$ cat config.mk
export PLATFORM = sky130hd
export DESIGN_NAME = aes_inv_control_unit_flat
export DESIGN_NICKNAME = d
export VERILOG_FILES = /design/src/rtl/aes_inv_control_unit_if.sv /design/src/rtl/aes_inv_control_unit.sv /design/src/flat_wrapper.sv
export SDC_FILE = /design/constraint.sdc
export NUM_CORES = 1
export LEC_CHECK = 0
export CORE_MARGIN = 1.5
export CORE_UTILIZATION = 48
export CTS_BUF_LIST = sky130_fd_sc_hd__clkbuf_8 sky130_fd_sc_hd__clkbuf_16
export CTS_CLUSTER_DIAMETER = 50
export DETAILED_ROUTE_END_ITERATION = 16
export PLACE_DENSITY = 0.8
export SYNTH_ARGS = -nofsm -noshare
export SYNTH_HDL_FRONTEND = slang
export SYNTH_SLANG_ARGS = --single-unit
$ cat constraint.sdc
create_clock -name clk -period 3.55 [get_ports clk]
set_input_delay 0.71 -clock clk [delete_from_list [all_inputs] [get_ports clk]]
set_output_delay 0.71 -clock clk [all_outputs]
set_load 0.01 [all_outputs]
$ cat src/rtl/aes_inv_control_unit_if.sv
// ---------------------------------------------------------------------------
// aes_inv_control_unit_if
// Bundles the control/handshake signals of the AES-128 inverse-cipher
// sequencer.
//   master : the sequencer (drives start pulses, round index, mux selects,
//            status)
//   slave  : the datapath side (drives load/key-ready and unit ready pulses)
// Signals:
//   load_in, key_ready_in              request / key expansion complete
//   iss_ready_in, ark_ready_in,
//   imc_ready_in                       unit completion pulses
//   iss_start_out, ark_start_out,
//   imc_start_out                      unit start pulses
//   round_out[3:0]                     round / round-key index
//   ark_in_sel[2:0], iss_in_sel        datapath mux selects
//   busy_out, done_out, error_out      status
// ---------------------------------------------------------------------------
interface aes_inv_control_unit_if;
   logic       load_in;
   logic       key_ready_in;
   logic       iss_ready_in;
   logic       ark_ready_in;
   logic       imc_ready_in;
   logic       iss_start_out;
   logic       ark_start_out;
   logic       imc_start_out;
   logic [3:0] round_out;
   logic [2:0] ark_in_sel;
   logic       iss_in_sel;
   logic       busy_out;
   logic       done_out;
   logic       error_out;

   modport master (
      input  load_in, key_ready_in, iss_ready_in, ark_ready_in, imc_ready_in,
      output iss_start_out, ark_start_out, imc_start_out, round_out,
             ark_in_sel, iss_in_sel, busy_out, done_out, error_out
   );

   modport slave (
      output load_in, key_ready_in, iss_ready_in, ark_ready_in, imc_ready_in,
      input  iss_start_out, ark_start_out, imc_start_out, round_out,
             ark_in_sel, iss_in_sel, busy_out, done_out, error_out
   );
endinterface

$ cat src/rtl/aes_inv_control_unit.sv
// ---------------------------------------------------------------------------
// aes_inv_control_unit
// Sequencer for the AES-128 inverse cipher. Walks the round keys from NR
// down to 0, driving AddRoundKey (ARK), InvShiftRows+InvSubBytes (ISS) and
// InvMixColumns (IMC) in inverse order:
//   ARK(NR), then for r = NR-1..1: ISS, ARK(r), IMC; then ISS, ARK(0), done.
// Ports:
//   clk        rising-edge clock
//   rst        synchronous, active-low reset
//   bus        aes_inv_control_unit_if.master (handshakes, round, selects,
//              status)
//   state_dbg  current FSM state (IDLE=0, WAIT_KEY=1, ARK=2, ISS=3, IMC=4,
//              DONE=5)
// Optional feature: define AES_DEC_TIMEOUT_EN to build a watchdog that
// aborts a unit wait after TIMEOUT_CYCLES cycles and pulses error_out.
// Without it error_out is tied to 0 and waits are unbounded.
//
// Handshake: each unit gets a registered start pulse, high for exactly one
// cycle in the first cycle of the state that waits on it. The unit answers
// with a one-cycle ready pulse. Only the ready of the awaited unit is
// accepted, and only in a cycle after its start pulse; all others are
// ignored.
// ---------------------------------------------------------------------------
module aes_inv_control_unit #(
   parameter int NR = 10
`ifdef AES_DEC_TIMEOUT_EN
   , parameter int TIMEOUT_CYCLES = 64
`endif
) (
   input  logic                         clk,
   input  logic                         rst,
   aes_inv_control_unit_if.master       bus,
   output logic [2:0]                   state_dbg
);

   localparam logic [2:0] S_IDLE     = 3'd0;
   localparam logic [2:0] S_WAIT_KEY = 3'd1;
   localparam logic [2:0] S_ARK      = 3'd2;
   localparam logic [2:0] S_ISS      = 3'd3;
   localparam logic [2:0] S_IMC      = 3'd4;
   localparam logic [2:0] S_DONE     = 3'd5;

   logic [2:0] state_q;
   logic       ark_start_q, iss_start_q, imc_start_q;
   logic [3:0] round_q;
   logic [2:0] ark_sel_q;
   logic       iss_sel_q;
   logic       busy_q, done_q;
   logic       accept;

   // The awaited unit's ready, qualified so the start cycle never counts.
   always_comb begin
      accept = 1'b0;
      case (state_q)
         S_ARK:   accept = bus.ark_ready_in && !ark_start_q;
         S_ISS:   accept = bus.iss_ready_in && !iss_start_q;
         S_IMC:   accept = bus.imc_ready_in && !imc_start_q;
         default: accept = 1'b0;
      endcase
   end

`ifdef AES_DEC_TIMEOUT_EN
   localparam int TW = $clog2(TIMEOUT_CYCLES + 1);
   logic [TW-1:0] timer_q;
   logic          error_q;
   logic          waiting;
   logic          any_start;

   assign waiting   = (state_q == S_ARK) || (state_q == S_ISS) || (state_q == S_IMC);
   assign any_start = ark_start_q || iss_start_q || imc_start_q;
`endif

   always_ff @(posedge clk) begin
      if (!rst) begin
         state_q     <= S_IDLE;
         ark_start_q <= 1'b0;
         iss_start_q <= 1'b0;
         imc_start_q <= 1'b0;
         round_q     <= 4'd0;
         ark_sel_q   <= 3'b000;
         iss_sel_q   <= 1'b0;
         busy_q      <= 1'b0;
         done_q      <= 1'b0;
`ifdef AES_DEC_TIMEOUT_EN
         timer_q     <= '0;
         error_q     <= 1'b0;
`endif
      end else begin
         ark_start_q <= 1'b0;
         iss_start_q <= 1'b0;
         imc_start_q <= 1'b0;
         done_q      <= 1'b0;
`ifdef AES_DEC_TIMEOUT_EN
         error_q     <= 1'b0;
`endif
         case (state_q)
            S_IDLE, S_WAIT_KEY: begin
               if (state_q == S_WAIT_KEY || bus.load_in) begin
                  busy_q <= 1'b1;
                  if (bus.key_ready_in) begin
                     state_q     <= S_ARK;
                     round_q     <= 4'(NR);
                     ark_sel_q   <= 3'b001;
                     iss_sel_q   <= 1'b1;
                     ark_start_q <= 1'b1;
                  end else begin
                     state_q <= S_WAIT_KEY;
                  end
               end
            end
            S_ARK: begin
               if (accept) begin
                  if (round_q == 4'(NR)) begin
                     // Initial key add done; first inverse round reads ARK output.
                     round_q     <= 4'(NR - 1);
                     iss_sel_q   <= 1'b0;
                     state_q     <= S_ISS;
                     iss_start_q <= 1'b1;
                  end else if (round_q == 4'd0) begin
                     state_q <= S_DONE;
                     done_q  <= 1'b1;
                     busy_q  <= 1'b0;
                  end else begin
                     state_q     <= S_IMC;
                     imc_start_q <= 1'b1;
                  end
               end
            end
            S_ISS: begin
               if (accept) begin
                  state_q     <= S_ARK;
                  ark_sel_q   <= 3'b010;
                  ark_start_q <= 1'b1;
               end
            end
            S_IMC: begin
               if (accept) begin
                  // round_q >= 1 here, so the decrement cannot wrap.
                  round_q     <= round_q - 4'd1;
                  iss_sel_q   <= ((round_q - 4'd1) != 4'(NR - 1));
                  state_q     <= S_ISS;
                  iss_start_q <= 1'b1;
               end
            end
            S_DONE: begin
               state_q   <= S_IDLE;
               round_q   <= 4'd0;
               iss_sel_q <= 1'b1;
            end
            default: state_q <= S_IDLE;
         endcase
`ifdef AES_DEC_TIMEOUT_EN
         // timer_q counts cycles since the last start pulse (1 in the cycle
         // after it). A ready in the limit cycle is accepted above instead.
         if (any_start) begin
            timer_q <= TW'(1);
         end else if (timer_q != TW'(TIMEOUT_CYCLES)) begin
            timer_q <= timer_q + TW'(1);
         end
         if (waiting && !any_start && !accept && timer_q == TW'(TIMEOUT_CYCLES - 1)) begin
            state_q <= S_IDLE;
            busy_q  <= 1'b0;
            error_q <= 1'b1;
         end
`endif
      end
   end

   assign bus.ark_start_out = ark_start_q;
   assign bus.iss_start_out = iss_start_q;
   assign bus.imc_start_out = imc_start_q;
   assign bus.round_out     = round_q;
   assign bus.ark_in_sel    = ark_sel_q;
   assign bus.iss_in_sel    = iss_sel_q;
   assign bus.busy_out      = busy_q;
   assign bus.done_out      = done_q;
`ifdef AES_DEC_TIMEOUT_EN
   assign bus.error_out     = error_q;
`else
   assign bus.error_out     = 1'b0;
`endif
   assign state_dbg         = state_q;

endmodule
$ cat src/flat_wrapper.sv
// flat-port wrapper written by rule: the top's interface ports become plain ports
module aes_inv_control_unit_flat 
#(
   parameter int NR = 10

)
  (clk, rst, state_dbg, bus_load_in, bus_key_ready_in, bus_iss_ready_in, bus_ark_ready_in, bus_imc_ready_in, bus_iss_start_out, bus_ark_start_out, bus_imc_start_out, bus_round_out, bus_ark_in_sel, bus_iss_in_sel, bus_busy_out, bus_done_out, bus_error_out);
  aes_inv_control_unit_if bus_i ();
  input  logic clk;
  input  logic rst;
  output logic [2:0] state_dbg;
  input wire logic [$bits(bus_i.load_in)-1:0] bus_load_in;
  input wire logic [$bits(bus_i.key_ready_in)-1:0] bus_key_ready_in;
  input wire logic [$bits(bus_i.iss_ready_in)-1:0] bus_iss_ready_in;
  input wire logic [$bits(bus_i.ark_ready_in)-1:0] bus_ark_ready_in;
  input wire logic [$bits(bus_i.imc_ready_in)-1:0] bus_imc_ready_in;
  output wire logic [$bits(bus_i.iss_start_out)-1:0] bus_iss_start_out;
  output wire logic [$bits(bus_i.ark_start_out)-1:0] bus_ark_start_out;
  output wire logic [$bits(bus_i.imc_start_out)-1:0] bus_imc_start_out;
  output wire logic [$bits(bus_i.round_out)-1:0] bus_round_out;
  output wire logic [$bits(bus_i.ark_in_sel)-1:0] bus_ark_in_sel;
  output wire logic [$bits(bus_i.iss_in_sel)-1:0] bus_iss_in_sel;
  output wire logic [$bits(bus_i.busy_out)-1:0] bus_busy_out;
  output wire logic [$bits(bus_i.done_out)-1:0] bus_done_out;
  output wire logic [$bits(bus_i.error_out)-1:0] bus_error_out;
  assign bus_i.load_in = bus_load_in;
  assign bus_i.key_ready_in = bus_key_ready_in;
  assign bus_i.iss_ready_in = bus_iss_ready_in;
  assign bus_i.ark_ready_in = bus_ark_ready_in;
  assign bus_i.imc_ready_in = bus_imc_ready_in;
  assign bus_iss_start_out = bus_i.iss_start_out;
  assign bus_ark_start_out = bus_i.ark_start_out;
  assign bus_imc_start_out = bus_i.imc_start_out;
  assign bus_round_out = bus_i.round_out;
  assign bus_ark_in_sel = bus_i.ark_in_sel;
  assign bus_iss_in_sel = bus_i.iss_in_sel;
  assign bus_busy_out = bus_i.busy_out;
  assign bus_done_out = bus_i.done_out;
  assign bus_error_out = bus_i.error_out;
  aes_inv_control_unit #(.NR(NR)) u_core (.clk(clk), .rst(rst), .bus(bus_i), .state_dbg(state_dbg));
endmodule
* Word level (Yosys, flattened, before mapping) *
Cells that the tools add are included.

word-level totals
  register bits after elaboration = 16
  input bits = 7
  output and inout bits = 17
  word-level logic and storage cells = 84

operators by class
  add/subtract/negate cells = 1
  eq/ne operators = 15
  multiplexer cells = 38
  bitwise logic cells = 3
  reduce and logical (&&, ||, !) cells = 18

operator list
  cell                                                                   count
  3-bit 2-to-1 mux                                                       7
  4-bit 2-to-1 mux                                                       5
  1-bit 2-to-1 mux                                                       17
  4-bit case mux with 4 select lines                                     1
  2-bit by 1-bit != test with 1-bit output, second input constant        6
  3-bit case mux with 4 select lines                                     1
  4-bit AND reduction                                                    2
  3-bit by 2-bit equality test with 1-bit output, second input constant  2
  3-bit equality test, second input constant                             2
  1-bit case mux with 2 select lines                                     3
  3-bit case mux with 2 select lines                                     1
  6-bit AND reduction                                                    1
  5-bit AND reduction                                                    1
  4-bit equality test, second input constant                             1
  4-bit logical NOT                                                      1
  2-bit != test, second input constant                                   2
  4-bit != test, second input constant                                   1
  1-bit case mux with 4 select lines                                     1
  2-bit nonzero test                                                     2
  4-bit nonzero test                                                     1
  4-bit OR reduction                                                     1
  4-bit by 1-bit subtractor with 4-bit output, second input constant     1
  3-bit by 1-bit equality test with 1-bit output, second input constant  1
  1-bit logical AND                                                      3
  7 further kinds                                                        11

* Longest topological paths before layout *
  word-level depth = 5
  gate-level depth with buffers = 7
  mapped depth without buffers = 7

* Worst setup path after synthesis *
No wires, ideal clock.

  path kind = input-to-reg
  from = in bus_load_in
  to = reg u_core.round_q[3] (netlist: u_core.bus.round_out[3])
  setup time = 116 ps
  arrival = 1632 ps
  required time = 3434 ps
  slack = 1802 ps
  stages on the path = 4
  buffers on the path = 0
  cells stage by stage = or4_1 o311ai_2 mux2i_1 nor2b_1

on the way
  longest elaborated chain between the ends = 3

ends and longest elaborated chain
  element                                             line                         RTL
  start, declared                                     flat_wrapper.sv:12           input wire logic [$bits(bus_i.load_in)-1:0] bus_load_in;
  1-bit logical OR                                    aes_inv_control_unit.sv:98   if (state_q == S_WAIT_KEY || bus.load_in) begin
  2-bit by 1-bit != test with 1-bit output (no line)  -
  6-bit AND reduction (no line)                       -
  end signal, assigned                                aes_inv_control_unit.sv:102  round_q <= 4'(NR);
  end signal, assigned                                aes_inv_control_unit.sv:115  round_q <= 4'(NR - 1);
  end signal, assigned                                aes_inv_control_unit.sv:139  round_q <= round_q - 4'd1;
  end, declared                                       aes_inv_control_unit.sv:45   logic [3:0] round_q;

No other way between the ends.
A chain may end at the register's enable or synchronous reset.

* Final worst setup path *
  from = reg u_core.state_q[0] (netlist: u_core.state_dbg[0])
  to = out state_dbg[0]

RTL lines
  element                 line                         RTL
  start, declared         aes_inv_control_unit.sv:43   logic [2:0] state_q;
  start signal, assigned  aes_inv_control_unit.sv:75   state_q <= S_IDLE;
  start signal, assigned  aes_inv_control_unit.sv:101  state_q <= S_ARK;
  start signal, assigned  aes_inv_control_unit.sv:107  state_q <= S_WAIT_KEY;
  end, declared           flat_wrapper.sv:11           output logic [2:0] state_dbg;

No word-level cell between the ends.

==> flow_summary.yaml <==
clock_network:
  path_clk_slew_ns: 0.06
  cts_tree: "yes"
  post_cts_resized: 0
  cts_max_path_buffers: 2
  root_buffer: "clkbuf_8"
  cts_hold_buf: 0
  h-tree-depth: 1
  insertion_delay_ns: 0.25
  post-cts-setup-buffer-count: 0
  numCtsBuffers: 3
  cts.sinks: 15
floorplanning:
  dieArea_um2: 2100
  die_w_um: 45.8
  ioPinCount: 24
  rows: 15
  initial_core_util_pct: 50.9
  core-area_um2: 1730
  die_h_um: 45.8
placement:
  hpwl_um: 1470
  place.gp.congestion: 0.787
  io_buffers: 21
  placed_cells: 148
finish:
  utilization_pct: 66.0
  drive_above_1_share_pct: 7.09
  area_growth_pct: 29.8
  diodes: 0
  stdcell_count: 152
  nNetsFinal: 138
logic_synthesis:
  syn_area_per_cell_um2: 8.21
  synth_xor_area_share_pct: 1.99
  synth_seq_cells: 15
  synthSimpleGateAreaFrac_pct: 29.6
  ys_types: 42
  synthCells: 107
  synth_ff_type: "dfxtp_1"
  async_flop_share_pct: 0
  synth_top_family_by_area: "simple AND/OR/NAND/NOR gates"
  synth_compound_area_share_pct: 23.2
  yosys_warnings: 0
  ys_seq_area_share_pct: 34.2
  synth.mux.area_fraction_pct: 1.14
  netlist_area_um2: 878
  synth_adder_area_share_pct: 4.27
  synth_edf_count: 0
power_and_ir_drop:
  peakVddDrop_mv: 0.447
  p_int_uw: 555
  pwr-share-comb_pct: 53.7
  pwr-share-clk_pct: 14.1
  seqPwrFrac_pct: 32.2
  switching_share_pct: 42.0
  cellLeakagePower_nw: 0.425
  p_sw_uw: 403
  power_density_nw_per_um2: 840
setup_path:
  max_stage_delay_ns: 0.66
  r2r-end: "u_core.bus.round_out[0]"
  critPathCaptureType: "output pin"
  cp.arrival_ns: 1.55
  ff2ff_setup_slack_ns: 1.43
  rr_startpoint: "u_core.state_dbg[1]"
  cp_max_fo: 17
  critical_path_buf_inv_count: 1
  r2r_cells: 5
  cp_cell_sequence: "clkdlybuf4s50_1"
  startpoint: "u_core.state_dbg[0]"
  crit_type: "flip-flop to output pin"
  path_delay_family: "flip-flops"
  worst_setup_path_start_kind: "flip-flop"
  cpMaxStageDelayCell: "dfxtp_1"
  cp.required_ns: 2.84
timing:
  period_needed_ns: 2.26
  maxSlewHeadroom_pct: 54.3
  hold_violations: 0
  fmax_ghz: 0.442
  tightest_slew_ns: 0.684
  final.setup_skew_ns: 0.00240
  fin_crit_sh_pct: 63.8
  rsz0062_at_grt: "no"
  setup_viol: 0
  setup_tns_ns: 0
  drv_slew: 0
routing:
  drt_wl_total_um: 2050
  vias: 841
  ant_nets: 0
  drcViolationCount: 0
  drtIter0Drc: 38
  wire_per_inst_um: 13.5
  viasPerCell: 5.53
  firstDrtPassIters: 5
global_routing:
  grt_usage_pct: 22.3
  antenna_found_initial: 0
  grt_use_met1_pct: 29.0
  grt-busiest-layer: "met2"
  grt_pass1_vias: 726
  grt_max_degree: 18
  overflow: 0
  grt_use_met2_pct: 32.7
  met3_usage_pct: 7.14
  grt_pass1_wl_um: 3250
job:
  drv_cap: 0
hold_path:
  hold_start: "u_core.bus.ark_in_sel[0]"
  whs_endpoint: "u_core.bus.ark_in_sel[0]"
  worst_hold_path.num_cells: 2
  hold_class: "flip-flop to flip-flop"
outcome:
  status: "completed"
==> layer usage <==
layer  vias to the layer above  routed length, um
li1                        414                  -
met1                       384                953
met2                        39                952
met3                         4                125
met4                         0                 15
met5                         -                  0
==> cell usage after synthesis (2+ instances only) <==
cell type	n	area [um^2]
a211oi_1	3	22.5
a21boi_1	3	22.5
a21oi_1	4	20.0
and2_1	2	12.5
buf_4	2	15.0
clkbuf_1	4	15.0
dfxtp_1	15	300
ha_1	3	37.5
inv_1	4	15.0
nand2_1	8	30.0
nand2b_1	8	50.1
nand3b_1	2	15.0
nor2_1	15	56.3
nor2b_1	2	12.5
nor3_1	3	15.0
o211ai_1	2	15.0
xnor2_1	2	17.5
==> sequential cells by signal, summed over array words and instances, names as in the netlist <==
| signal | cells |
|---|---|
| u_core.state_dbg | 3 |
| u_core.bus.iss_start_out | 1 |
| u_core.bus.iss_in_sel | 1 |
| u_core.bus.done_out | 1 |
| u_core.bus.ark_start_out | 1 |
| u_core.bus.busy_out | 1 |
| u_core.bus.round_out | 4 |
| u_core.bus.imc_start_out | 1 |
| u_core.bus.ark_in_sel | 2 |
==> final cells by class <==
cell class / count / area, um^2
Clock inverter: 1 / 5.00
Sequential cell: 15 / 300
Fill cell: 149 / 587
Tap cell: 25 / 31.3
Inverter: 4 / 15.0
Multi-Input combinational cell: 83 / 537
Clock buffer: 3 / 41.3
Timing Repair Buffer: 21 / 210
==> power by group through the flow <==
stage	clock network (mW)	registers [mW]	logic, mW
after floorplan	0	0.284	0.361
after global placement	0	0.307	0.496
after detailed placement	0	0.308	0.506
after CTS	0.140	0.305	0.512
after global routing	0.148	0.318	0.570
final	0.136	0.308	0.514
==> worst max-delay path by stage <==
stage                                    endpoint  slack [ns]  cells after the start
after floorplan           u_core.bus.round_out[3]        1.80                      4
after global placement    u_core.bus.round_out[3]        1.27                      6
after detailed placement  u_core.bus.round_out[3]        1.20                      6
after CTS                            state_dbg[0]        1.28                      1
after global routing                 state_dbg[0]        1.22                      1
final                                state_dbg[0]        1.29                      1
==> per-stage QoR <==
stage | setup slack, ns | hold WS [ns] | cell area, um^2 | power, mW
finish | 1.29 | 0.444 | 1140 | 0.958
floorplan | 1.80 | 0.466 | 882 | 0.645
global route | 1.22 | 0.467 | 1140 | 1.04
global placement | 1.27 | 0.433 | 1090 | 0.803
detailed placement | 1.20 | 0.441 | 1090 | 0.815
CTS | 1.28 | 0.450 | 1140 | 0.957
==> cell families (layout without fill, tap and decap cells) <==
family	after synthesis	in the layout
XOR/XNOR	2	2
multiplexers	1	1
buffers and inverters	10	29
flip-flops	15	15
AO/OA/AOI/OAI	26	26
other	1	2
AND/OR/NAND/NOR	49	49
adder cells (fa/ha/maj)	3	3
==> layout by cell type, fill, tap and decap left out, types with 2 or more instances in the layout <==
| master | instances |
|---|---|
| nor3_1 | 3 |
| conb_1 | 2 |
| xnor2_1 | 2 |
| clkdlybuf4s50_1 | 21 |
| a21boi_1 | 3 |
| clkbuf_8 | 3 |
| dfxtp_1 | 15 |
| ha_1 | 3 |
| nand2_1 | 8 |
| a211oi_1 | 3 |
| o211ai_1 | 2 |
| a21oi_1 | 4 |
| and2_1 | 2 |
| nand2b_1 | 8 |
| inv_1 | 4 |
| nor2b_1 | 2 |
| nand3b_1 | 2 |
| nor2_1 | 15 |
==> tightest hold or removal path, cell delays in order (launching register included) <==
cell and delay [ns]:
dfxtp_1 0.30, inv_1 0.04, a21oi_1 0.05
No activity file was read; power rests on OpenSTA's default activity.
